### config.mk
export PLATFORM = sky130hd
export DESIGN_NAME = instr_fetch_queue
export DESIGN_NICKNAME = d
export VERILOG_FILES = /design/src/rtl/instr_fetch_queue.sv
export SDC_FILE = /design/constraint.sdc
export NUM_CORES = 1
export LEC_CHECK = 0
export ABC_CLOCK_PERIOD_IN_PS = 2100
export BUFFER_PORTS_ARGS = -buffer_cell sky130_fd_sc_hd__buf_2
export CAP_MARGIN = 25
export CORE_ASPECT_RATIO = 1.75
export CORE_UTILIZATION = 54
export DETAILED_ROUTE_END_ITERATION = 16
export GPL_TIMING_DRIVEN = 1
export PLACE_DENSITY = 0.77
export RECOVER_POWER = 100
export SLEW_MARGIN = 25
export SYNTH_ARGS = -nofsm -noshare
export SYNTH_HDL_FRONTEND = slang
export SYNTH_SLANG_ARGS = --single-unit
### constraint.sdc
create_clock -name clk -period 2.1 [get_ports clk]
set_input_delay 0.42 -clock clk [delete_from_list [all_inputs] [get_ports clk]]
set_output_delay 0.42 -clock clk [all_outputs]
set_load 0.02 [all_outputs]
### src/rtl/instr_fetch_queue.sv
// Instruction fetch queue: walks the PC, issues reads to a 1-cycle-latency ROM and
// buffers the returned words (with their PCs) in a small FIFO for the control unit.
module instr_fetch_queue #(
    parameter int          PC_W    = 7,
    parameter int          IW      = 16,
    parameter int          DEPTH   = 2,
    parameter logic [3:0]  HALT_OP = 4'h5
) (
    input  logic            clk,
    input  logic            Reset,
    output logic [PC_W-1:0] IM_Addr,
    output logic            IM_Rd,
    input  logic [IW-1:0]   IM_Data,
    output logic            IR_Valid,
    output logic [IW-1:0]   IR_Data,
    output logic [PC_W-1:0] IR_PC,
    input  logic            IR_Ready,
    input  logic            Redirect,
    input  logic [PC_W-1:0] Redirect_PC,
    output logic            Halted
);

    localparam int PTR_W = $clog2(DEPTH);
    localparam int CNT_W = PTR_W + 1;
    localparam int OCC_W = CNT_W + 1;

    logic [PC_W-1:0]  fetch_pc_q, fetch_pc_d;
    logic             inflight_q, inflight_d;
    logic [PC_W-1:0]  inflight_pc_q, inflight_pc_d;
    logic             squash_q, squash_d;
    logic             halted_q, halted_d;
    logic [PTR_W-1:0] head_q, head_d;
    logic [PTR_W-1:0] tail_q, tail_d;
    logic [CNT_W-1:0] count_q, count_d;
    logic [IW-1:0]    data_q [DEPTH];
    logic [PC_W-1:0]  pcs_q  [DEPTH];

    logic [OCC_W-1:0] occupancy;
    logic             issue;
    logic             push;
    logic             pop;
    logic             halt_seen;

    // Counting the in-flight read as occupied is what guarantees a ROM word never
    // arrives to a full FIFO.
    always_comb begin
        occupancy = OCC_W'(count_q) + OCC_W'(inflight_q);
        issue     = !halted_q && !Redirect && (occupancy < OCC_W'(DEPTH));
        push      = inflight_q && !squash_q && !halted_q && !Redirect;
        pop       = (count_q != '0) && IR_Ready && !Redirect;
        halt_seen = push && (IM_Data[IW-1 -: 4] == HALT_OP);
    end

    // NOTE: every *_d gets its hold value first so no path can infer a latch.
    always_comb begin
        fetch_pc_d    = fetch_pc_q;
        inflight_d    = issue;
        inflight_pc_d = fetch_pc_q;
        squash_d      = 1'b0;
        halted_d      = halted_q;
        head_d        = head_q;
        tail_d        = tail_q;
        count_d       = count_q;
        if (Redirect) begin
            fetch_pc_d = Redirect_PC;
            squash_d   = inflight_q;
            halted_d   = 1'b0;
            head_d     = '0;
            tail_d     = '0;
            count_d    = '0;
        end else begin
            if (issue)     fetch_pc_d = fetch_pc_q + PC_W'(1);
            if (push)      tail_d     = tail_q + PTR_W'(1);
            if (pop)       head_d     = head_q + PTR_W'(1);
            if (halt_seen) halted_d   = 1'b1;
            count_d = count_q + CNT_W'(push) - CNT_W'(pop);
        end
    end

    // NOTE: the FIFO storage is reset too, so IR_Data/IR_PC read 0 out of reset.
    always_ff @(posedge clk or negedge Reset) begin
        if (!Reset) begin
            fetch_pc_q    <= '0;
            inflight_q    <= 1'b0;
            inflight_pc_q <= '0;
            squash_q      <= 1'b0;
            halted_q      <= 1'b0;
            head_q        <= '0;
            tail_q        <= '0;
            count_q       <= '0;
            for (int i = 0; i < DEPTH; i++) begin
                data_q[i] <= '0;
                pcs_q[i]  <= '0;
            end
        end else begin
            fetch_pc_q    <= fetch_pc_d;
            inflight_q    <= inflight_d;
            inflight_pc_q <= inflight_pc_d;
            squash_q      <= squash_d;
            halted_q      <= halted_d;
            head_q        <= head_d;
            tail_q        <= tail_d;
            count_q       <= count_d;
            if (push) begin
                data_q[tail_q] <= IM_Data;
                pcs_q[tail_q]  <= inflight_pc_q;
            end
        end
    end

    // Reset gates the strobe directly so the ROM sees no read while reset is held.
    assign IM_Rd    = issue && Reset;
    assign IM_Addr  = fetch_pc_q;
    assign IR_Valid = (count_q != '0);
    assign IR_Data  = data_q[head_q];
    assign IR_PC    = pcs_q[head_q];
    assign Halted   = halted_q;

endmodule

==> results of run 1 <==
## state kept, by name, summed over array words and instances (netlist names)
signal         count
inflight_pc_q      7
pcs_q             14
squash_q           1
inflight_q         1
tail_q             1
data_q            32
Halted             1
count_q            2
IM_Addr            7
head_q             1
## synth_stat cells (all sizes together)
cell type,count
mux2,69
ha,3
and2b,2
a211o,1
and2,2
or4b,1
xnor2,2
o21ai,6
o22ai,1
nor2b,2
inv,4
nor4,2
or4,3
nor2,6
xor2,3
or2,2
or4bb,1
buf,5
dfrtp,67
mux2i,1
clkbuf,6
nand3,6
nand2,6
nor3b,1
nand2b,2
o31a,4
## kinds of logic (layout without fill, tap and decap cells)
logic type	count (synthesis)	after routing	synth area share, %
buf+inv	15	85	3.13
mux	70	70	28.7
compound gates	12	12	2.67
fa+ha+maj	3	3	1.25
xor+xnor	5	5	1.46
simple gates	36	36	6.92
flops	67	67	55.9
## cell type report
class / count / area share, %
flip-flops and latches: 67 / 46.5
inverters: 4 / 0.416
repair buffers: 65 / 10.0
clock inverters: 4 / 2.05
clock buffers: 12 / 4.02
multi-input cells: 126 / 34.4
well taps: 74 / 2.57
## per-layer routing
metal | up-vias | global-route usage [%]
li1 | 862 | -
met1 | 910 | 24.6
met2 | 51 | 32.7
met3 | 7 | 4.88
met4 | 0 | 9.89
met5 | - | 0
## stage by stage
step / hold WS, ns / setup WS [ns]
after floorplan: 0.124 / 0.187
after global placement: 0.430 / 0.125
after detailed placement: 0.432 / 0.101
after CTS: 0.276 / 0.0310
after global routing: 0.288 / 0.00689
final: 0.290 / 0.102
## placed cells by master (no fill, tap or decap), types with 2 or more instances in the layout
cell	instances
sky130_fd_sc_hd__nor4_1	2
sky130_fd_sc_hd__mux2_4	20
sky130_fd_sc_hd__bufinv_16	2
sky130_fd_sc_hd__ha_1	3
sky130_fd_sc_hd__buf_4	3
sky130_fd_sc_hd__o31a_1	4
sky130_fd_sc_hd__inv_1	4
sky130_fd_sc_hd__nand2_1	6
sky130_fd_sc_hd__dfrtp_1	67
sky130_fd_sc_hd__and2b_1	2
sky130_fd_sc_hd__nor2b_1	2
sky130_fd_sc_hd__o21ai_0	6
sky130_fd_sc_hd__clkbuf_8	10
sky130_fd_sc_hd__mux2_2	49
sky130_fd_sc_hd__nand2b_1	2
sky130_fd_sc_hd__buf_2	58
sky130_fd_sc_hd__or4_1	3
sky130_fd_sc_hd__xor2_1	3
sky130_fd_sc_hd__clkbuf_1	3
sky130_fd_sc_hd__nand3_1	6
sky130_fd_sc_hd__xnor2_1	2
sky130_fd_sc_hd__nor2_1	5
sky130_fd_sc_hd__buf_12	2
## power by group
part | switching (mW) | internal, mW | total [mW]
combinational | 0.906 | 1.04 | 1.94
sequential | 0.295 | 1.81 | 2.10
clock | 0.457 | 0.702 | 1.16
total | 1.66 | 3.55 | 5.21
## critical path, cell delays in order (launching register included)
cell and delay (ns):
sky130_fd_sc_hd__dfrtp_1 0.42, sky130_fd_sc_hd__a211o_4 0.42, sky130_fd_sc_hd__nor2_1 0.12, sky130_fd_sc_hd__and2_1 0.13, sky130_fd_sc_hd__buf_2 0.15
## what timing repair did
item / CTS / global route
hold buffers: 0 / 0
endpoints found under the setup margin: 1 / 1
gates resized for setup: 1 / 1
## path summary, 6_finish.rpt
path	startpoint	endpoint	cells after the start
setup / recovery	inflight_q	IM_Rd	4
hold / removal	Redirect_PC[0]	IM_Addr[0]	3
max in group asynchronous	Reset	pcs_q[12]	2
hold reg to reg	IM_Addr[6]	inflight_pc_q[6]	0
setup reg to reg	Halted	pcs_q[3]	4
min in group asynchronous	Reset	data_q[9]	2
==> reports/results.txt, run 1 <==
For the detailed route wirelength on metal2, the log shows 2700 um. The die covers 0.00587 mm^2. The worst setup path is launched from a flip-flop.

The worst voltage drop across the vdd grid is 641 uV, and the number of H-tree branching levels is 3. Synthesis produced a netlist with a net count of 238. The first global-routing pass estimated 8730 um of wire. The worst setup path is captured at a primary output. The data arrival time of the critical path was 1.58 ns; the final number of max-transition violations was 68. The share of synthesized area in the top cell type comes to 55.9%.

The power per cell area is 1440 mW/mm^2. The placed instances occupy a cell area of 0.00338 mm^2. For the number of non-filler instances in the completed layout, the log shows 352. The clock period could shrink to 2.00 ns. Before antenna repair, the detailed router went through 4 iterations. The setup clock skew after layout is 0.0107 ns, and the via count normalized by instance count is 5.20. Biggest fanout along the worst timing path: 13. The footprint of the flip-flops and latches was 0.00168 mm^2. The number of global-route vias before repair is 1883.

The tools report the clock tree root driver cell as sky130_fd_sc_hd__clkbuf_8. The tools report the total of max-cap violations as 1. Number of endpoints with negative hold slack in the final report: 0. The overall power consumption was 5.21 mW. The run gives 30 as the count of different cell masters after synthesis. Setup violations remaining at the end of the flow were counted as 0. In this run the tightest slew margin relative to its limit is -6.19%. The number of CTS-inserted buffers was 9. Setup repair after global routing left no endpoint under its margin.

The die boundary height is 101 um, and the number of nets in the final layout is 303. The count of placed standard cells including taps came out at 336. Once the floorplan was initialized, standard cells occupied 56.6% of the core.

By area the synthesized netlist is led by sky130_fd_sc_hd__dfrtp_1 (56%), sky130_fd_sc_hd__mux2_2 (18%), sky130_fd_sc_hd__mux2_4 (10%). The core region is 0.00530 mm^2. Entering global routing, the biggest net connects 68 pins. The total non-filler cell area in the finished layout is 0.00361 mm^2. Setup total negative slack on the finished layout was measured at 0 ns.

The synthesized design contains 67 register bits. The signed area change from the synthesized netlist to the final layout works out to 20.2%. The number of sinks on the clock net was 67; the leakage component of the power was 1.74 nW.

Routability-driven placement finished with a final weighted congestion of 0.737. The logs give 0 for the number of antenna violations at the first check in global routing and 0.33 ns for the clock network latency to the later pin of the worst-skew pair. Summing every instance area after synthesis gives 0.00300 mm^2. The tools report the remaining antenna violation count as 0.

The tools report the sequential element share of the synthesized area as 55.9%. The logs give 5210 um for the aggregate routed wire length and 415 for the fill cell instance count of the final layout. Based on the critical path, the design can be clocked at up to 500 MHz. The clock transition at the register clock pins on the worst setup and hold paths after CTS was 0.07 ns. The tools report the data required time of the critical path as 1.68 ns. The final reports fail on capacitance limit, slew limit. Cells with a size suffix above 1 make up 54.3% of the layout. The worst-case clock buffer depth was 2; the number of primary I/O pins was 60. 0 antenna diodes ended up in the layout. TritonCTS built the clock tree.

The total area of multi-input combinational cells is 0.00124 mm^2, and the number of placement rows is 35. Dividing the final minimum period by the clock period gives 95.2%. From left edge to right edge, the die measures 58.4 um. The number of DRC markers in iteration 0 came out at 65. For the met1 routed wirelength after detailed routing, the log shows 2210 um. Of all cell types, the one taking the most synthesized area is sky130_fd_sc_hd__dfrtp_1. The mean post-synth cell area is 14.4 um^2, and the slew at the pin closest to its max-slew limit is 1.59 ns. At the end of the flow the core is filled with cells to 68.1%.

Port buffering added 59 buffers. The tools report the remaining design rule violation count as 0. The tools report the total overflow reported by the global router as 0. The via count was 1830.

The flow ran to the end, but the final reports show violations. After technology mapping, the gate count stands at 208. Detailed routing placed a total of 232 um of wire on met3. The global-route usage over all layers is 20.1%. The yosys synthesis warning count is 0, and the average wire per standard cell is 14.8 um.

The top layer reached by signal wires was met4. Across all register-to-register paths, the minimum setup slack is 0.26 ns. The run gives 3450 um as the half-perimeter wire length after placement. Buffers added to address setup during post-CTS repair amount to 0. The setup path with the least slack is of type flip-flop to primary output.

The worst hold path belongs to the class input port to flip-flop.
No activity file was read; power rests on OpenSTA's default activity.
==> run 2: changes to the inputs <==
Settings changed: CELL_PAD_IN_SITES_DETAIL_PLACEMENT set to 1, CELL_PAD_IN_SITES_GLOBAL_PLACEMENT set to 1, CORE_UTILIZATION 54 to 44, PLACE_DENSITY 0.77 to 0.76, SLEW_MARGIN 25 to unset.
==> run 2 against run 1 <==
Net effect: the flow still finishes with violations (capacitance limit, slew limit); total power increased by 3.4%; register-to-register slack worse by 0.13 ns; final area shrank 1.0%; global-route usage barely moved; critical endpoint unchanged; highest routed layer unchanged.
==> reports/results.txt, run 2 (synthesis gave the netlist of run 1 again) <==
The worst max-slew margin expressed relative to the limit was -9.72% (-3.5 points). The worst setup path is of the flip-flop to primary output kind. The data arrival time of the critical path came out at 1.56 ns (-0.02 ns).

Compared with the post-synthesis result, the final layout area differs by 19.0%. The global-route usage over all layers is 20.1% (+0.024 points), and the die boundary height is 111 um (+11%). The setup clock skew after layout is 0.00746 ns (-0.00320 ns), and the number of antenna violations at the first check in global routing is 0 (unchanged). The run gives 3.81% (-1.1 points) as the met3 track demand over resource.

Biggest fanout along the worst timing path: 9 (-4). The setup total negative slack is 0 ns (unchanged). The share of the clock period used by the worst path was 94.4% (-0.78 points); the final period demand of the worst path was 1.98 ns (-0.0163 ns). The top cell types in the final layout, fill and taps aside, are sky130_fd_sc_hd__dfrtp_1 (67), sky130_fd_sc_hd__mux2_2 (47), sky130_fd_sc_hd__buf_2 (30).

The number of diodes added for antenna fixing came out at 0 (unchanged). The logs give 505 MHz (+0.82%) for the highest clock frequency the design can meet and 10700 um (+23%) for the first-pass GRT wire length. Number of sinks on the clock net: 67 (unchanged).

Worst voltage drop across the vdd grid: 713 uV (+11%). The fill cell instance count of the final layout was 700 (+69%); the power per cell area was 1510 mW/mm^2 (+4.5%). The number of gates given a new drive strength after cts came out at 0 (-1). The layer flagged by global routing as most heavily used is met2. The total overflow reported by the global router is 0 (unchanged), and the number of buffers inserted to repair setup after CTS is 0 (unchanged). The overall power consumption was 5.38 mW (+3.4%). The logs give 1900 (+3.8%) for the via count and 85 (+31%) for the number of DRC markers in iteration 0. The flip-flop count of the largest register, all copies and words added is 32 (unchanged). The remaining antenna violation count came out at 0 (unchanged). The half-perimeter wire length after placement is 4290 um (+24%).

The floorplan die area is 0.00717 mm^2 (+22%), and the switching power summed over all nets is 1.77 mW (+7.0%). The aggregate routed wire length is 6370 um (+22%), and the starting density of the core is 45.9% (-11 points). The logs give 1 (unchanged) for the total of max-cap violations and 39 (+11%) for the number of placement rows.

The routability-driven placement congestion ratio is 0.734 (-0.39%), and the final number of max-transition violations is 68 (unchanged). The share of cells above drive strength 1 was 38.1% (-16 points); the largest net degree at the start of global routing was 68 (unchanged). The clock network latency to the later pin of the worst-skew pair is 0.32 ns (about the same), and the number of H-tree branching levels is 3 (unchanged). Number of primary I/O pins: 60 (unchanged). The tools report the clock tree root driver cell as sky130_fd_sc_hd__clkbuf_16. The remaining design rule violation count was 0 (unchanged).

The critical path goes through a211o_4, nor2_1, and2_1, buf_2. The min-delay analysis places its worst path in the category input port to flip-flop. The tools report the number of hold buffers added after cts as 0 (unchanged). For this design, the slowest cell found on the critical path is sky130_fd_sc_hd__dfrtp_1. Via count normalized by instance count: 5.28 (+1.5%).

The fraction of power spent switching nets is 33.0% (+1.1 points). The average wire per standard cell came out at 17.7 um (+20%). The tools report the footprint of the flip-flops and latches as 0.00168 mm^2 (unchanged).

The utilization after layout was 54.6% (-13 points); the stage delay of the slowest cell on the critical path was 0.45 ns (+0.03 ns). Setup repair after global routing left no endpoint under its margin. The run finished, with violations left. The port buffer count was 59 (unchanged).

The slew at the pin closest to its max-slew limit came out at 1.65 ns (+0.0528 ns). The length of the first detailed-routing pass in iterations is 3 (-1). The largest registers in the layout are data_q x32, pcs_q x14. The die boundary width came out at 64.4 um (+10%). The final setup violation count came out at 0 (unchanged). The leakage component of the power was 1.61 nW (-7.4%); the part of the power in the clock network was 27.6% (+5.3 points). For the worst-case clock buffer depth, the log shows 2 (unchanged). The checks that failed: capacitance limit, slew limit. The pre-CTS setup slack came out at 0.0908 ns (-0.00998 ns). STA classifies the critical path endpoint as a primary output.

The logs give 9 (unchanged) for the number of CTS-inserted buffers and 0.00357 mm^2 (-1.0%) for the total non-filler cell area in the finished layout. More flip-flops sit in one register than any other, and that register is data_q. Commonest non-fill, non-tap cell in the layout: sky130_fd_sc_hd__dfrtp_1. The part of the power in combinational logic was 32.9% (-4.4 points).

Number of global-route vias before repair: 2164 (+15%). The tools report the total area of multi-input combinational cells as 0.00117 mm^2 (-6.0%). For the number of endpoints with negative hold slack in the final report, the log shows 0 (unchanged).

The global routing met2 resource utilization was 34.9% (+2.2 points). The internal power is 3.61 mW (+1.7%). The floorplan core area was 0.00654 mm^2 (+23%); the sequential share of power was 39.5% (-0.9 points). TritonCTS built the clock tree. The clock transition at the register clock pins on the worst setup and hold paths after CTS came out at 0.06 ns (about the same). The met1 usage was 23.6% (-0.95 points).

For the data required time of the critical path, the log shows 1.68 ns (about the same). The run gives 0.118 ns (+0.0163 ns) as the least setup slack across all paths after layout. Nature of the critical path startpoint: a flip-flop. The placed standard-cell area was 0.00340 mm^2 (+0.52%); the number of nets in the final layout was 304 (+0.33%).
==> run 2: through the flow <==
step	hold WS, ns	instances
2_1_floorplan	0.124	208
3_3_place_gp	0.439	345
3_5_place_dp	0.438	345
4_1_cts	0.307	360
6_report	0.308	360
5_1_grt	0.316	360
==> run 2: path summary, 6_finish.rpt <==
kind	from	to	slack, ns	depth (start not counted)
worst max-delay path	Halted	IM_Rd	0.12	4
worst min-delay path	Redirect_PC[0]	IM_Addr[0]	0.31	3
worst max register to register	Halted	data_q[17]	0.13	4
worst min register to register	IM_Addr[6]	inflight_pc_q[6]	0.45	0
max in group asynchronous	Reset	pcs_q[11]	0.37	2
min in group asynchronous	Reset	data_q[25]	0.75	2
==> run 2: final cells by class <==
| type | instances | share of cell area [%] |
|---|---|---|
| Sequential cell | 67 | 47.0 |
| Multi-Input combinational cell | 126 | 32.7 |
| Timing Repair Buffer | 66 | 8.79 |
| Clock buffer | 13 | 7.29 |
| Tap cell | 82 | 2.87 |
| Clock inverter | 2 | 0.981 |
| Inverter | 4 | 0.420 |
==> run 2: per-layer routing <==
layer | share of wire [%] | vias up
met4 | 2.0 | 0
met3 | 2.9 | 11
li1 | - | 871
met2 | 56 | 39
met5 | 0 | -
met1 | 39 | 979
==> run 2: worst max-delay path: cells and delay by family, from the launching register on <==
| family | cells | cell delay (ns) |
|---|---|---|
| DFF | 1 | 0.45 |
| AOI/OAI and AO/OA | 1 | 0.39 |
| and+or+nand+nor | 2 | 0.25 |
| buffers and inverters | 1 | 0.15 |
==> run 2: power by group through the flow <==
stage               Combinational [mW]  Sequential [mW]  Clock [mW]
finish                            1.77             2.13        1.48
global route                      1.91             2.20        1.57
detailed placement                2.00             2.15           0
global placement                  1.94             2.10           0
CTS                               2.03             2.14        1.52
floorplan                         1.46             2.06           0
